$ cat config.mk
export PLATFORM = sky130hd
export DESIGN_NAME = hazard_ctrl
export DESIGN_NICKNAME = d
export VERILOG_FILES = /design/src/rtl/hazard_ctrl.sv
export SDC_FILE = /design/constraint.sdc
export NUM_CORES = 1
export LEC_CHECK = 0
export ABC_AREA = 0
export BUFFER_PORTS_ARGS = -buffer_cell sky130_fd_sc_hd__buf_2
export CAP_MARGIN = 20
export CELL_PAD_IN_SITES_DETAIL_PLACEMENT = 0
export CELL_PAD_IN_SITES_GLOBAL_PLACEMENT = 2
export CORE_ASPECT_RATIO = 0.6
export CORE_MARGIN = 5
export CORE_UTILIZATION = 30
export CTS_CLUSTER_SIZE = 20
export DETAILED_ROUTE_END_ITERATION = 12
export HOLD_SLACK_MARGIN = 0.03
export PLACE_DENSITY = 0.76
export SLEW_MARGIN = 20
export SYNTH_ARGS = -nofsm -noshare
export SYNTH_HDL_FRONTEND = slang
export SYNTH_SLANG_ARGS = --single-unit
$ cat constraint.sdc
create_clock -name clk -period 2.82 [get_ports clk]
set_input_delay 0.141 -clock clk [delete_from_list [all_inputs] [get_ports clk]]
set_output_delay 0.141 -clock clk [all_outputs]
set_load 0.005 [all_outputs]
$ cat src/rtl/hazard_ctrl.sv
// hazard_ctrl
//   Pipeline hazard controller. Detects hazards that forwarding cannot
//   cover (load-use, branch operands needed in ID, data-memory waits) and
//   generates hold / flush / bubble controls for the PC and pipeline
//   registers. Also keeps saturating performance counters.
//
// Ports
//   clk, rst            clock, asynchronous active-high reset
//   rs1_ID, rs2_ID      ID source registers
//   use_rs1_ID/rs2_ID   ID instruction actually reads rs1 / rs2
//   is_branch_ID        ID instruction is a branch/JALR (operands used in ID)
//   branch_taken_ID     ID branch/jump redirects the PC
//   rd_EX, MemRead_EX   EX destination / EX is a load
//   rd_MEM, MemRead_MEM MEM destination / MEM is a load
//   dmem_req_MEM        MEM has an outstanding data access
//   dmem_ready          data memory completes the access this cycle
//   pc_hold .. memwb_bubble  pipeline control outputs (combinational)
//   stall_cycles        data-hazard stall cycles (saturating)
//   flush_count         taken-branch flushes (saturating)
//   memwait_cycles      memory freeze cycles (saturating)

module hazard_ctrl #(
    parameter int unsigned CNT_W = 32
) (
    input  logic             clk,
    input  logic             rst,
    input  logic [4:0]       rs1_ID,
    input  logic [4:0]       rs2_ID,
    input  logic             use_rs1_ID,
    input  logic             use_rs2_ID,
    input  logic             is_branch_ID,
    input  logic             branch_taken_ID,
    input  logic [4:0]       rd_EX,
    input  logic             MemRead_EX,
    input  logic [4:0]       rd_MEM,
    input  logic             MemRead_MEM,
    input  logic             dmem_req_MEM,
    input  logic             dmem_ready,
    output logic             pc_hold,
    output logic             ifid_hold,
    output logic             ifid_flush,
    output logic             idex_hold,
    output logic             idex_flush,
    output logic             exmem_hold,
    output logic             memwb_bubble,
    output logic [CNT_W-1:0] stall_cycles,
    output logic [CNT_W-1:0] flush_count,
    output logic [CNT_W-1:0] memwait_cycles
);

    typedef enum logic [1:0] {
        S_RUN     = 2'd0,
        S_STALL   = 2'd1,
        S_MEMWAIT = 2'd2
    } state_t;

    state_t           state_q, state_d;
    state_t           resume_q, resume_d;
    state_t           eff_state;
    logic [1:0]       stall_cnt_q, stall_cnt_d;
    logic [CNT_W-1:0] stall_cycles_q, flush_count_q, memwait_cycles_q;

    logic       match_ex, match_mem;
    logic [1:0] need;
    logic       busy;
    logic       freeze, stall, flush;

    // Register 0 is never a real producer.
    assign match_ex  = (rd_EX != 5'd0) &&
                       ((use_rs1_ID && (rd_EX == rs1_ID)) ||
                        (use_rs2_ID && (rd_EX == rs2_ID)));
    assign match_mem = (rd_MEM != 5'd0) &&
                       ((use_rs1_ID && (rd_MEM == rs1_ID)) ||
                        (use_rs2_ID && (rd_MEM == rs2_ID)));

    // Only loads stall; ALU results are covered by forwarding. A branch
    // needs the value in ID, so a load in EX costs it two cycles and a
    // load in MEM one.
    always_comb begin
        need = 2'd0;
        if (MemRead_EX && match_ex) begin
            need = is_branch_ID ? 2'd2 : 2'd1;
        end else if (is_branch_ID && MemRead_MEM && match_mem) begin
            need = 2'd1;
        end
    end

    assign busy = dmem_req_MEM && !dmem_ready;

    // Once the wait ends, the cycle behaves as the interrupted state.
    assign eff_state = (state_q == S_MEMWAIT) ? resume_q : state_q;

    always_comb begin
        state_d     = state_q;
        resume_d    = resume_q;
        stall_cnt_d = stall_cnt_q;
        freeze      = 1'b0;
        stall       = 1'b0;
        flush       = 1'b0;

        if (busy) begin
            freeze = 1'b1;
            if (state_q != S_MEMWAIT) begin
                state_d  = S_MEMWAIT;
                resume_d = state_q;
            end
        end else begin
            state_d = eff_state;
            case (eff_state)
                S_RUN: begin
                    if (need != 2'd0) begin
                        stall = 1'b1;
                        if (need == 2'd2) begin
                            state_d     = S_STALL;
                            stall_cnt_d = 2'd1;
                        end
                    end else if (branch_taken_ID) begin
                        flush = 1'b1;
                    end
                end
                S_STALL: begin
                    stall       = 1'b1;
                    stall_cnt_d = stall_cnt_q - 2'd1;
                    if (stall_cnt_q == 2'd1) begin
                        state_d = S_RUN;
                    end
                end
                default: begin
                    state_d = S_RUN;
                end
            endcase
        end
    end

    assign pc_hold      = freeze | stall;
    assign ifid_hold    = freeze | stall;
    assign ifid_flush   = flush;
    assign idex_hold    = freeze;
    assign idex_flush   = stall;
    assign exmem_hold   = freeze;
    assign memwb_bubble = freeze;

    always_ff @(posedge clk or posedge rst) begin
        if (rst) begin
            state_q          <= S_RUN;
            resume_q         <= S_RUN;
            stall_cnt_q      <= '0;
            stall_cycles_q   <= '0;
            flush_count_q    <= '0;
            memwait_cycles_q <= '0;
        end else begin
            state_q     <= state_d;
            resume_q    <= resume_d;
            stall_cnt_q <= stall_cnt_d;
            if (stall && (stall_cycles_q != '1)) begin
                stall_cycles_q <= stall_cycles_q + 1'b1;
            end
            if (flush && (flush_count_q != '1)) begin
                flush_count_q <= flush_count_q + 1'b1;
            end
            if (freeze && (memwait_cycles_q != '1)) begin
                memwait_cycles_q <= memwait_cycles_q + 1'b1;
            end
        end
    end

    assign stall_cycles   = stall_cycles_q;
    assign flush_count    = flush_count_q;
    assign memwait_cycles = memwait_cycles_q;

endmodule

# Yosys cells after proc, flatten, opt, wreduce, memory -nomap -nowiden
# Index checks and enable logic that the tools add are counted.
# word_totals
regBits,102
latchBits,0
ram_bits,0
romBits,0
in_bits,30
output_inout_bits,103
elab_cells,71
n_memories,0
# classes
addsub,4
mul,0
n_div,0
order_cmp,0
eq_ne,15
shifts,0
n_mux,21
bitwise,2
reduce_logical,23
# ops
cell,n
$add 32x1->32 const B,3
$ne 32x32->1 const B,3
$eq 5x5->1,4
$mux 2,10
$logic_and 1x1->1,13
$reduce_bool 5->1,2
$mux 1,8
$pmux 2 s2,2
$ne 2x2->1 const B,3
$eq 2x1->1 const B,2
$eq 2x2->1 const B,2
$reduce_and 4->1,1
$reduce_bool 2->1,2
$logic_not 2->1,1
$logic_or 1x1->1,2
$ne 2x1->1 const B,1
$pmux 1 s2,1
$reduce_and 2->1,1
$sub 2x1->2 const B,1
$logic_not 1->1,1
$not 1->1,1
$or 1x1->1,1

# Longest topological paths before layout
# Gate-level depths: netlist of run 1.
# depth
depth_word,12
mapped_depth,10
depth_no_buf,8

# Worst setup path after synthesis of run 1
# OpenSTA, ideal clock, no wires.
# synth_timing
path_kind,register to register
start,reg flush_count_q[9] (netlist: flush_count[9])
end,reg flush_count_q[1] (netlist: flush_count[1])
setup_time_ns,0.128
t_arrival_ns,2.007
t_required_ns,2.692
path_slack_ns,0.685
stages_incl_launch_ff,9
n_path_buf,2
period_less_slack_ns,2.135
cell_sequence,dfrtp_1 and3_1 buf_2 nand4_2 nor4_2 a31oi_2 nand3_4 buf_6 mux2_1
# synth_between
elab_chain_cells,2
# synth_rtl
element,line_no,text
start: declaration,61,"logic [CNT_W-1:0] stall_cycles_q, flush_count_q, memwait_cycles_q;"
start signal: assignment,159,flush_count_q <= flush_count_q + 1'b1;
$ne 32x32->1,158,if (flush && (flush_count_q != '1)) begin
$logic_and 1x1->1,158,
# No other way between the ends.
# A chain may end at the register's enable or synchronous reset.

# Worst setup path in the final report of run 1
# layout_timing
start,reg stall_cycles_q[2] (netlist: stall_cycles[2])
end,reg stall_cycles_q[31] (netlist: stall_cycles[31])
# layout_between
elab_chain_cells,2
word_cells_on_any_way,3
classes_between,1 x add/sub; 1 x eq/ne; 1 x reduce/logical
# layout_rtl
element,line_no,text
start: declaration,61,
start signal: assignment,156,stall_cycles_q <= stall_cycles_q + 1'b1;
branches (longest 2 deep; another with $add 32x1->32),-,
# Several ways; the timed one is not identified.

==> results of run 1 <==
cells by family (layout without fill, tap and decap cells):
group | count (synthesis) | count (layout) | synth area share
AO/OA/AOI/OAI | 17 | 17 | 0.0235
adder cells (fa/ha/maj) | 4 | 4 | 0.00949
XOR/XNOR | 113 | 113 | 0.188
buffers and inverters | 26 | 168 | 0.0268
multiplexers | 2 | 2 | 0.00427
AND/OR/NAND/NOR | 250 | 250 | 0.264
flip-flops | 102 | 102 | 0.484
metrics by stage:
| step | area (sq um) | total power, uW | util |
|---|---|---|---|
| final | 6510 | 3720 | 0.378 |
| after global routing | 6510 | 3950 | 0.378 |
| after CTS | 6510 | 3770 | 0.378 |
| after detailed placement | 6210 | 2510 | 0.360 |
| after global placement | 6210 | 2500 | 0.360 |
| after floorplan | 5280 | 2200 | - |
final cells by class:
| cell class | count | area share |
|---|---|---|
| Multi-Input combinational cell | 386 | 0.397 |
| Inverter | 12 | 0.00731 |
| Tap cell | 234 | 0.0450 |
| Timing Repair Buffer | 141 | 0.114 |
| Sequential cell | 102 | 0.392 |
| Clock inverter | 5 | 0.00942 |
| Clock buffer | 10 | 0.0352 |
per-layer routing:
metal / global-route usage / wire (um) / part of all wire
met5: 0 / 0 / 0
met4: 0.0225 / 88 / 0.0062
met3: 0.0369 / 701 / 0.050
met2: 0.197 / 5650 / 0.40
met1: 0.221 / 7700 / 0.54
registers in the layout, indices dropped and copies added (netlist names):
name	flops
stall_cnt_q	2
resume_q	2
stall_cycles	32
flush_count	32
memwait_cycles	32
state_q	2
how the worst max path moves through the flow:
stage	slack (ns)	startpoint	end
3_3_place_gp	0.45	stall_cycles[2]$_DFFE_PP0P_	stall_cycles[16]$_DFFE_PP0P_
5_1_grt	0.16	flush_count[9]$_DFFE_PP0P_	flush_count[1]$_DFFE_PP0P_
2_1_floorplan	0.004	rst	flush_count[0]$_DFFE_PP0P_
3_5_place_dp	0.36	flush_count[9]$_DFFE_PP0P_	flush_count[1]$_DFFE_PP0P_
4_1_cts	0.35	flush_count[9]$_DFFE_PP0P_	flush_count[1]$_DFFE_PP0P_
6_report	0.39	stall_cycles[2]$_DFFE_PP0P_	stall_cycles[31]$_DFFE_PP0P_
cells in the mapped netlist (2+ instances only):
| cell type | n | area, sq um |
|---|---|---|
| a21oi_1 | 4 | 20.0 |
| and3_1 | 15 | 93.8 |
| and4_1 | 9 | 78.8 |
| buf_2 | 5 | 25.0 |
| buf_4 | 6 | 45.0 |
| buf_6 | 2 | 22.5 |
| dfrtp_1 | 102 | 2550 |
| ha_1 | 4 | 50.1 |
| inv_1 | 11 | 41.3 |
| nand2_1 | 51 | 191 |
| nand3_1 | 51 | 255 |
| nand4_1 | 23 | 144 |
| nand4_2 | 2 | 25.0 |
| nor2_1 | 34 | 128 |
| nor3_1 | 28 | 140 |
| nor3_2 | 12 | 120 |
| nor3_4 | 2 | 32.5 |
| nor4_1 | 7 | 43.8 |
| nor4_2 | 2 | 25.0 |
| o21ai_0 | 5 | 25.0 |
| o22ai_1 | 2 | 12.5 |
| or2_2 | 3 | 18.8 |
| or3_1 | 2 | 12.5 |
| or4_1 | 2 | 15.0 |
| xnor2_1 | 58 | 508 |
| xor2_1 | 55 | 482 |
critical path: stages (launching register included):
cell,delay [ns]
dfrtp_1,0.48
and4_1,0.32
nand3_2,0.21
nor3_4,0.41
and3_1,0.38
buf_4,0.26
nor3_1,0.08
nand2_1,0.09
xnor2_1,0.12
power by group through the flow:
stage                     sequential (uW)  combinational, uW  clock (uW)
after global placement               1790                709           0
final                                1770                707        1250
after detailed placement             1790                715           0
after CTS                            1760                718        1290
after floorplan                      1760                443           0
after global routing                 1800                796        1350
what timing repair did:
item                                    4_1_cts  5_1_grt
endpoints found under the hold margin        46        0
hold buffers                                  1        0
endpoints found under the setup margin        0        0
==> results.toml, run 1 <==
[synth]
synth_warnings = 0
synth_nets = 548
syn_inst = 514
synth_area_sq_um = 5280
synth-seq-area-share = 0.484
yosys_most_used_dff = "dfrtp_1"
yosys_register_bits = 102
syn_area_per_cell_sq_um = 10.3
synth_edf_count = 0
ys_async_sr_fraction = 1.00
synth.distinct_cells = 43

[routing]
drtIter0Drc = 229
vias = 4212
vias_per_cell = 4.73
drc = 0
ant_nets = 0
drt-total-wl_mm = 14.1
post_drt_wl_per_cell_um = 15.9
firstDrtPassIters = 4

[placement]
placed_cells = 874
pre_cts_ws_ns = 0.357
gp_congestion = 0.830
port-buffer-count = 132
dpl.hpwl_mm = 10.7

[setup_path]
critPathKind = "reg2reg"
rr_endpoint = "stall_cycles[31]$_DFFE_PP0P_"
r2r_start = "stall_cycles[2]$_DFFE_PP0P_"
r2r_setup_slack_ns = 0.39
cp_data_required_time_ns = 3.07
cp-start-kind = "register"
rr_worst_depth = 8
end_kind = "register"
cp_data_arrival_time_ns = 2.69
critPathMaxFanout = 13

[clock_tree]
post_cts_resized = 0
numClockSinks = 102
cts_max_path_buffers = 2
cts_root_buffer = "clkbuf_16"
post_cts_buffers = 0
cts_tree = "done"
cts_buffers = 9
clk_latency_ns = 0.34
path_clk_slew_ns = 0.07
htree_levels = 3

[sta]
fin_hold_ws_ns = 0.249
setup_tns_ns = 0
layout_setup_ws_ns = 0.386
tightest_slew_ns = 0.624
fmax_mhz = 411
grt_setup_unrepaired = "no"
maxSlewViolCount = 0
finalHoldViolCount = 0
finalCritPeriodShare = 0.863
slew_headroom = 0.584
period_needed_ns = 2.43
skew_ns = 0.00945
setup_viol = 0

[floorplanning]
ios = 133
die_h_um = 113
start_util = 0.306
rows = 37
die_area_sq_um = 20400
core_area_sq_um = 17200
die_x_um = 181

[global_route]
grt_usage = 0.141
antenna_found_initial = 0
first_global_vias = 4360
grt_pass1_wl_mm = 23.8
grt_start_max_net_pins = 57
grt.overflow.total = 0

[power]
leakagePower_uw = 0.00332
intPower_uw = 2560
peakVddDrop_v = 0.000321
p_switching_uw = 1160
p_seq_frac = 0.474
power_frac_clock = 0.336
switching_share = 0.312
combPwrFrac = 0.190
cellPowerDensity_nw_per_um2 = 572

[final_layout]
regArea_sq_um = 2550
drive_gt1_frac = 0.280
multi_input_area_sq_um = 2580
layoutNonFillerInstCount = 890
layout.cells.most_common = "buf_2"
final.fill_count = 1769
antenna_cells = 0
fin_nets = 686
areaGrowthSynthToFinish_pct = 23.4
layout_common_cells = "132 x buf_2, 102 x dfrtp_1, 58 x xnor2_1"

[hold_path]
hold_start = "dmem_req_MEM"
min_to = "state_q[1]$_DFFE_PP0P_"
hold_class = "in2reg"
min_path_cells = 4

[job]
cap_violations = 0

[run_status]
status = "completed"
Note: power is estimated with default switching activity, not from simulation.
==> run 2, diff against run 1 <==
==> constraint.sdc (replaced) <==
create_clock -name clk -period 2.82 [get_ports clk]
set_input_delay 0.423 -clock clk [delete_from_list [all_inputs] [get_ports clk]]
set_output_delay 0.423 -clock clk [all_outputs]
set_load 0.005 [all_outputs]
==> run 2 against run 1 <==
  * Utilization is 0.39 points higher
  * Non-clock buffer count is 6 higher
  * Sequential cell count stayed put
  * Largest power group unchanged
  * Sequential power hardly changed
  * Design area is 1.0% higher
==> results.toml, run 2 (synthesized netlist as in run 1, its figures left out) <==
[setup_path]
critPathMaxFanout = 12
cpPeakStageDelay_ns = 0.38
critPathKind = "in2out"
cpMostUsedCell = "buf_2"
end_kind = "output port"
cp_cell_sequence = "buf_2 -> or3_1 -> o311a_1 -> a32oi_2 -> and2_4 -> o21ai_0 -> buf_2"
slowest_stage = "or3_1"
path_buf_inv = 2
cp-start-kind = "primary input"
cpLargestDelayFamily = "compound AO/OA/AOI/OAI gates"
cp_data_required_time_ns = 2.40
cp_data_arrival_time_ns = 2.09

[clock_tree]
cts_tree = "done"
cts_buffers = 9
htree_levels = 3
ctsHoldBuffers = 0
numClockSinks = 102
cts_max_path_buffers = 2
post_cts_buffers = 0
clk_latency_ns = 0.34
path_clk_slew_ns = 0.07
cts_root_buffer = "clkbuf_16"
post_cts_resized = 0

[sta]
grt_setup_unrepaired = "no"
maxSlewViolCount = 0
slew_headroom = 0.660
period_needed_ns = 2.51
skew_ns = 0.0102
fmax_mhz = 398
tightest_slew_ns = 0.510
finalCritPeriodShare = 0.892
setup_viol = 0
setup_tns_ns = 0
finalHoldViolCount = 0

[routing]
ant_nets = 0
drc = 0
vias_per_cell = 4.77
post_drt_wl_per_cell_um = 15.9
firstDrtPassIters = 4
vias = 4273
drt-total-wl_mm = 14.2
drtIter0Drc = 267

[power]
peakVddDrop_v = 0.000241
cellPowerDensity_nw_per_um2 = 577
leakagePower_uw = 0.00336

[floorplanning]
start_util = 0.306
rows = 37
ios = 133
die_x_um = 181
die_h_um = 113
core_area_sq_um = 17200
die_area_sq_um = 20400

[global_route]
grt_start_max_net_pins = 64
grt_usage = 0.138
antenna_found_initial = 0
grt_pass1_wl_mm = 23.4
first_global_vias = 4498
grt.overflow.total = 0

[final_layout]
fin_nets = 692
layout_common_cells = "132 x buf_2, 102 x dfrtp_1, 58 x xnor2_1"
drive_gt1_frac = 0.289
layout.cells.most_common = "buf_2"
areaGrowthSynthToFinish_pct = 24.6
final.fill_count = 1769
antenna_cells = 0
fin_util = 0.382

[job]
cap_violations = 0

[placement]
port-buffer-count = 132
dpl.hpwl_mm = 11.1
gp_congestion = 0.822

[hold_path]
hold_class = "in2async"

[run_status]
status = "completed"
[run 2: final cells by class]
class / instances / area, sq um / area share
multi-input combinational: 386 / 2580 / 0.393
clock buffer: 10 / 229 / 0.0348
sequential: 102 / 2550 / 0.388
tap: 234 / 293 / 0.0445
timing repair buffer: 147 / 786 / 0.120
inverter: 12 / 48.8 / 0.00742
clock inverter: 5 / 85.1 / 0.0129
[run 2: per-stage QoR]
step / hold WS [ns] / instance area (sq um) / total power [uW] / std cells / worst slack, ns
after detailed placement: 0.481 / 6260 / 2520 / 881 / 0.207
after global placement: 0.466 / 6260 / 2500 / 881 / 0.288
after global routing: 0.213 / 6580 / 4020 / 896 / 0.168
after floorplan: 0.458 / 5280 / 2200 / 514 / 0.434
after CTS: 0.201 / 6580 / 3860 / 896 / 0.273
final: 0.175 / 6580 / 3800 / 896 / 0.306
[run 2: power breakdown]
| group | leakage [uW] | internal (uW) | switching [uW] | total, uW |
|---|---|---|---|---|
| combinational | 0.00184 | 297 | 424 | 721 |
| clock | 0.000149 | 777 | 535 | 1310 |
| sequential | 0.00137 | 1590 | 175 | 1760 |
| total | 0.00336 | 2660 | 1130 | 3800 |
[run 2: final timing paths]
check | startpoint | endpoint | slack (ns) | cells past startpoint
max | rd_MEM[0] | ifid_hold | 0.31 | 7
min | rst | stall_cycles[6]$_DFFE_PP0P_ | 0.18 | 3
max reg2reg | flush_count[19]$_DFFE_PP0P_ | flush_count[19]$_DFFE_PP0P_ | 0.37 | 8
min reg2reg | stall_cycles[5]$_DFFE_PP0P_ | stall_cycles[5]$_DFFE_PP0P_ | 0.49 | 1
max in group asynchronous | rst | flush_count[29]$_DFFE_PP0P_ | 2.19 | 3
min in group clk | stall_cycles[5]$_DFFE_PP0P_ | stall_cycles[5]$_DFFE_PP0P_ | 0.49 | 1
[run 2: routing by layer]
metal  vias to the layer above  global-route usage  part of all wire
met1                      2071               0.200              0.52
met2                       110               0.204              0.41
met4                         0              0.0240            0.0063
met5                         -                   0                 0
li1                       2081                   -                 -
met3                        11              0.0469             0.067
[run 2: worst reg2reg max path: cells and delay by family, from the launching register on]
family	cells	cell delay (ns)
AOI/OAI and AO/OA	1	0.25
xor gates and xnor gates	1	0.15
buffers and inverters	1	0.21
DFF	1	0.42
and+or+nand+nor	5	1.30
==> run 3, diff against run 2 <==
ABC_AREA = 1   (was 0)
CORE_UTILIZATION = 28   (was 30)
PLACE_DENSITY = 0.77   (was 0.76)
==> run 3 against run 2 <==
  * Combinational power rose by 14%
  * Clock power rose by 11%
  * Sequential cell count did not move
  * Global-route usage rose by 3.9 points
  * Design area rose by 29%
  * Sequential share of layout area fell by 8.8 points
  * Critical path depth fell by 1
  * First-iteration DRC count rose to 2.5 times the previous value
  * Total power rose by 5.8%
  * Utilization fell by 4.5 points
  * Worst setup slack improved by 0.029 ns
  * Non-clock buffer count fell by 1
  * Critical endpoint is now ifid_flush
==> results.toml, run 3 <==
[run_status]
status = "completed"

[clock_tree]
htree_levels = 3
cts_root_buffer = "clkbuf_16"
cts_tree = "done"
cts_max_path_buffers = 2
ctsHoldBuffers = 0
post_cts_resized = 0
post_cts_buffers = 0
numClockSinks = 102
cts_buffers = 9
path_clk_slew_ns = 0.07
clk_latency_ns = 0.37

[power]
switching_share = 0.320
p_seq_frac = 0.434
combPwrFrac = 0.205
intPower_uw = 2730
cellPowerDensity_nw_per_um2 = 472
peakVddDrop_v = 0.000221
p_switching_uw = 1290
power_frac_clock = 0.361
leakagePower_uw = 0.00444

[setup_path]
cpMostUsedCell = "inv_2"
r2r_start = "stall_cycles[0]$_DFFE_PP0P_"
startpoint = "state_q[0]$_DFFE_PP0P_"
cp_data_arrival_time_ns = 2.06
rr_endpoint = "stall_cycles[9]$_DFFE_PP0P_"
cpPeakStageDelay_ns = 0.53
cp_cell_sequence = "o21ai_1 -> inv_2 -> nor2_4 -> inv_2 -> nor3_1 -> buf_2"
cp_data_required_time_ns = 2.40
critPathCapture = "ifid_flush"
critPathKind = "reg2out"
end_kind = "output port"
r2r_setup_slack_ns = 0.54
critPathMaxFanout = 5
rr_worst_depth = 9
slowest_stage = "nor3_1"
cp-start-kind = "register"

[synth]
syn_inst = 1084
synth_edf_count = 0
yosys_register_bits = 102
synthTopCellsByCount = "461 x nand2_1, 114 x nor2_1, 102 x dfrtp_1"
synth_nets = 1118
synth_top_area_share = 0.355
yosysTopAreaCell = "dfrtp_1"
yosys.cell_count.top_type = "nand2_1"
synth_area_sq_um = 7180
yosys_most_used_dff = "dfrtp_1"
ys_async_sr_fraction = 1.00
synthTopCellsByArea = "dfrtp_1 36%, nand2_1 24%, nand4_1 7.1%, nor2_1 6.0%, xor2_1 4.8%"
synth.distinct_cells = 30
syn_area_per_cell_sq_um = 6.63
synth_warnings = 0
synth-seq-area-share = 0.355

[sta]
skew_ns = 0.0103
fmax_mhz = 402
slew_headroom = 0.444
tightest_slew_ns = 0.832
setup_viol = 0
finalHoldViolCount = 0
maxSlewViolCount = 0
period_needed_ns = 2.49
grt_setup_unrepaired = "no"
setup_tns_ns = 0
finalCritPeriodShare = 0.881

[final_layout]
finish.instance_area_sq_um = 8500
drive_gt1_frac = 0.159
layoutNonFillerInstCount = 1540
final.fill_count = 2782
layout.cells.most_common = "nand2_1"
layout_common_cells = "461 x nand2_1, 132 x buf_2, 114 x nor2_1"
areaGrowthSynthToFinish_pct = 18.4
antenna_cells = 0
fin_nets = 1240

[routing]
drc = 0
vias_per_cell = 4.80
firstDrtPassIters = 5
post_drt_wl_per_cell_um = 16.7
ant_nets = 0
vias = 7393
drt-total-wl_mm = 25.6
drtIter0Drc = 676

[global_route]
antenna_found_initial = 0
first_global_vias = 6635
grt_usage = 0.177
grt_start_max_net_pins = 46
grt_pass1_wl_mm = 40.4
grt.overflow.total = 0

[floorplanning]
die_x_um = 217
rows = 45
die_h_um = 134
ios = 133
die_area_sq_um = 29100
start_util = 0.284
core_area_sq_um = 25300

[placement]
dpl_cell_area_sq_um = 8170
placed_cells = 1524
port-buffer-count = 132
gp_congestion = 0.879
dpl.hpwl_mm = 19.9

[hold_path]
hold_class = "in2async"

[job]
cap_violations = 0
run 3: changes by cell type in the layout (fill, tap and decap cells not counted), moves of 7 or more:
cell	previous run	this run
nand2_1	51	461
nor2_1	34	114
inv_1	10	83
nand4_1	23	81
xnor2_1	58	20
xor2_1	55	39
and3_1	15	0
nand3_1	51	37
nand3b_1	1	15
o21ai_0	5	15
and4_1	9	0
nor3_2	12	3
o21ai_1	0	7
run 3: cells by family (layout without fill, tap and decap cells):
group,after synthesis,count (layout),synth area share
simple gates,767,767,0.469
buf+inv,126,253,0.0784
flops,102,102,0.355
xor+xnor,59,59,0.0719
compound gates,26,26,0.0181
fa+ha+maj,4,4,0.00697
run 3: power by group through the flow:
stage	logic [uW]	registers [uW]	clock network [uW]
finish	823	1740	1450
global route	943	1770	1580
CTS	840	1740	1510
detailed placement	838	1770	0
global placement	836	1770	0
floorplan	498	1740	0
run 3: how the worst min path moves through the flow:
stage | cells past startpoint | endpoint | from | slack (ns)
detailed placement | 2 | stall_cnt_q[1]$_DFFE_PP0P_ | stall_cnt_q[1]$_DFFE_PP0P_ | 0.46
global placement | 2 | stall_cnt_q[1]$_DFFE_PP0P_ | stall_cnt_q[1]$_DFFE_PP0P_ | 0.46
global route | 2 | state_q[1]$_DFFE_PP0P_ | dmem_ready | 0.20
finish | 2 | flush_count[2]$_DFFE_PP0P_ | rst | 0.21
CTS | 2 | state_q[1]$_DFFE_PP0P_ | dmem_ready | 0.19
floorplan | 2 | stall_cnt_q[1]$_DFFE_PP0P_ | stall_cnt_q[1]$_DFFE_PP0P_ | 0.44
run 3: critical path, delay by kind of cell (launching register included):
kind	cells	cell delay [ns]
AOI/OAI and AO/OA	1	0.21
DFF	1	0.40
and+or+nand+nor	2	0.69
buffers and inverters	3	0.39
run 3: cell type report:
cell class                      instances  area (sq um)  area share
Inverter                               91           345      0.0406
Clock inverter                          3          65.1     0.00765
Timing Repair Buffer                  146           791      0.0930
Multi-Input combinational cell        856          4070       0.478
Sequential cell                       102          2550       0.300
Clock buffer                           13           270      0.0318
Tap cell                              329           412      0.0484
run 3: routing by layer:
metal | part of all wire | vias up | track usage
met5 | 0 | - | 0
met4 | 0.0059 | 0 | 0.0254
met3 | 0.047 | 10 | 0.0365
met2 | 0.38 | 176 | 0.225
met1 | 0.57 | 3476 | 0.299
li1 | - | 3731 | -
run 3: stage by stage:
step / total power, uW / setup WS [ns] / utilization / hold WS [ns]
2_1_floorplan: 2230 / 1.01 / - / 0.442
3_3_place_gp: 2610 / 0.360 / 0.323 / 0.458
5_1_grt: 4280 / 0.143 / 0.336 / 0.197
3_5_place_dp: 2610 / 0.343 / 0.323 / 0.459
4_1_cts: 4090 / 0.325 / 0.336 / 0.187
6_report: 4020 / 0.334 / 0.336 / 0.211
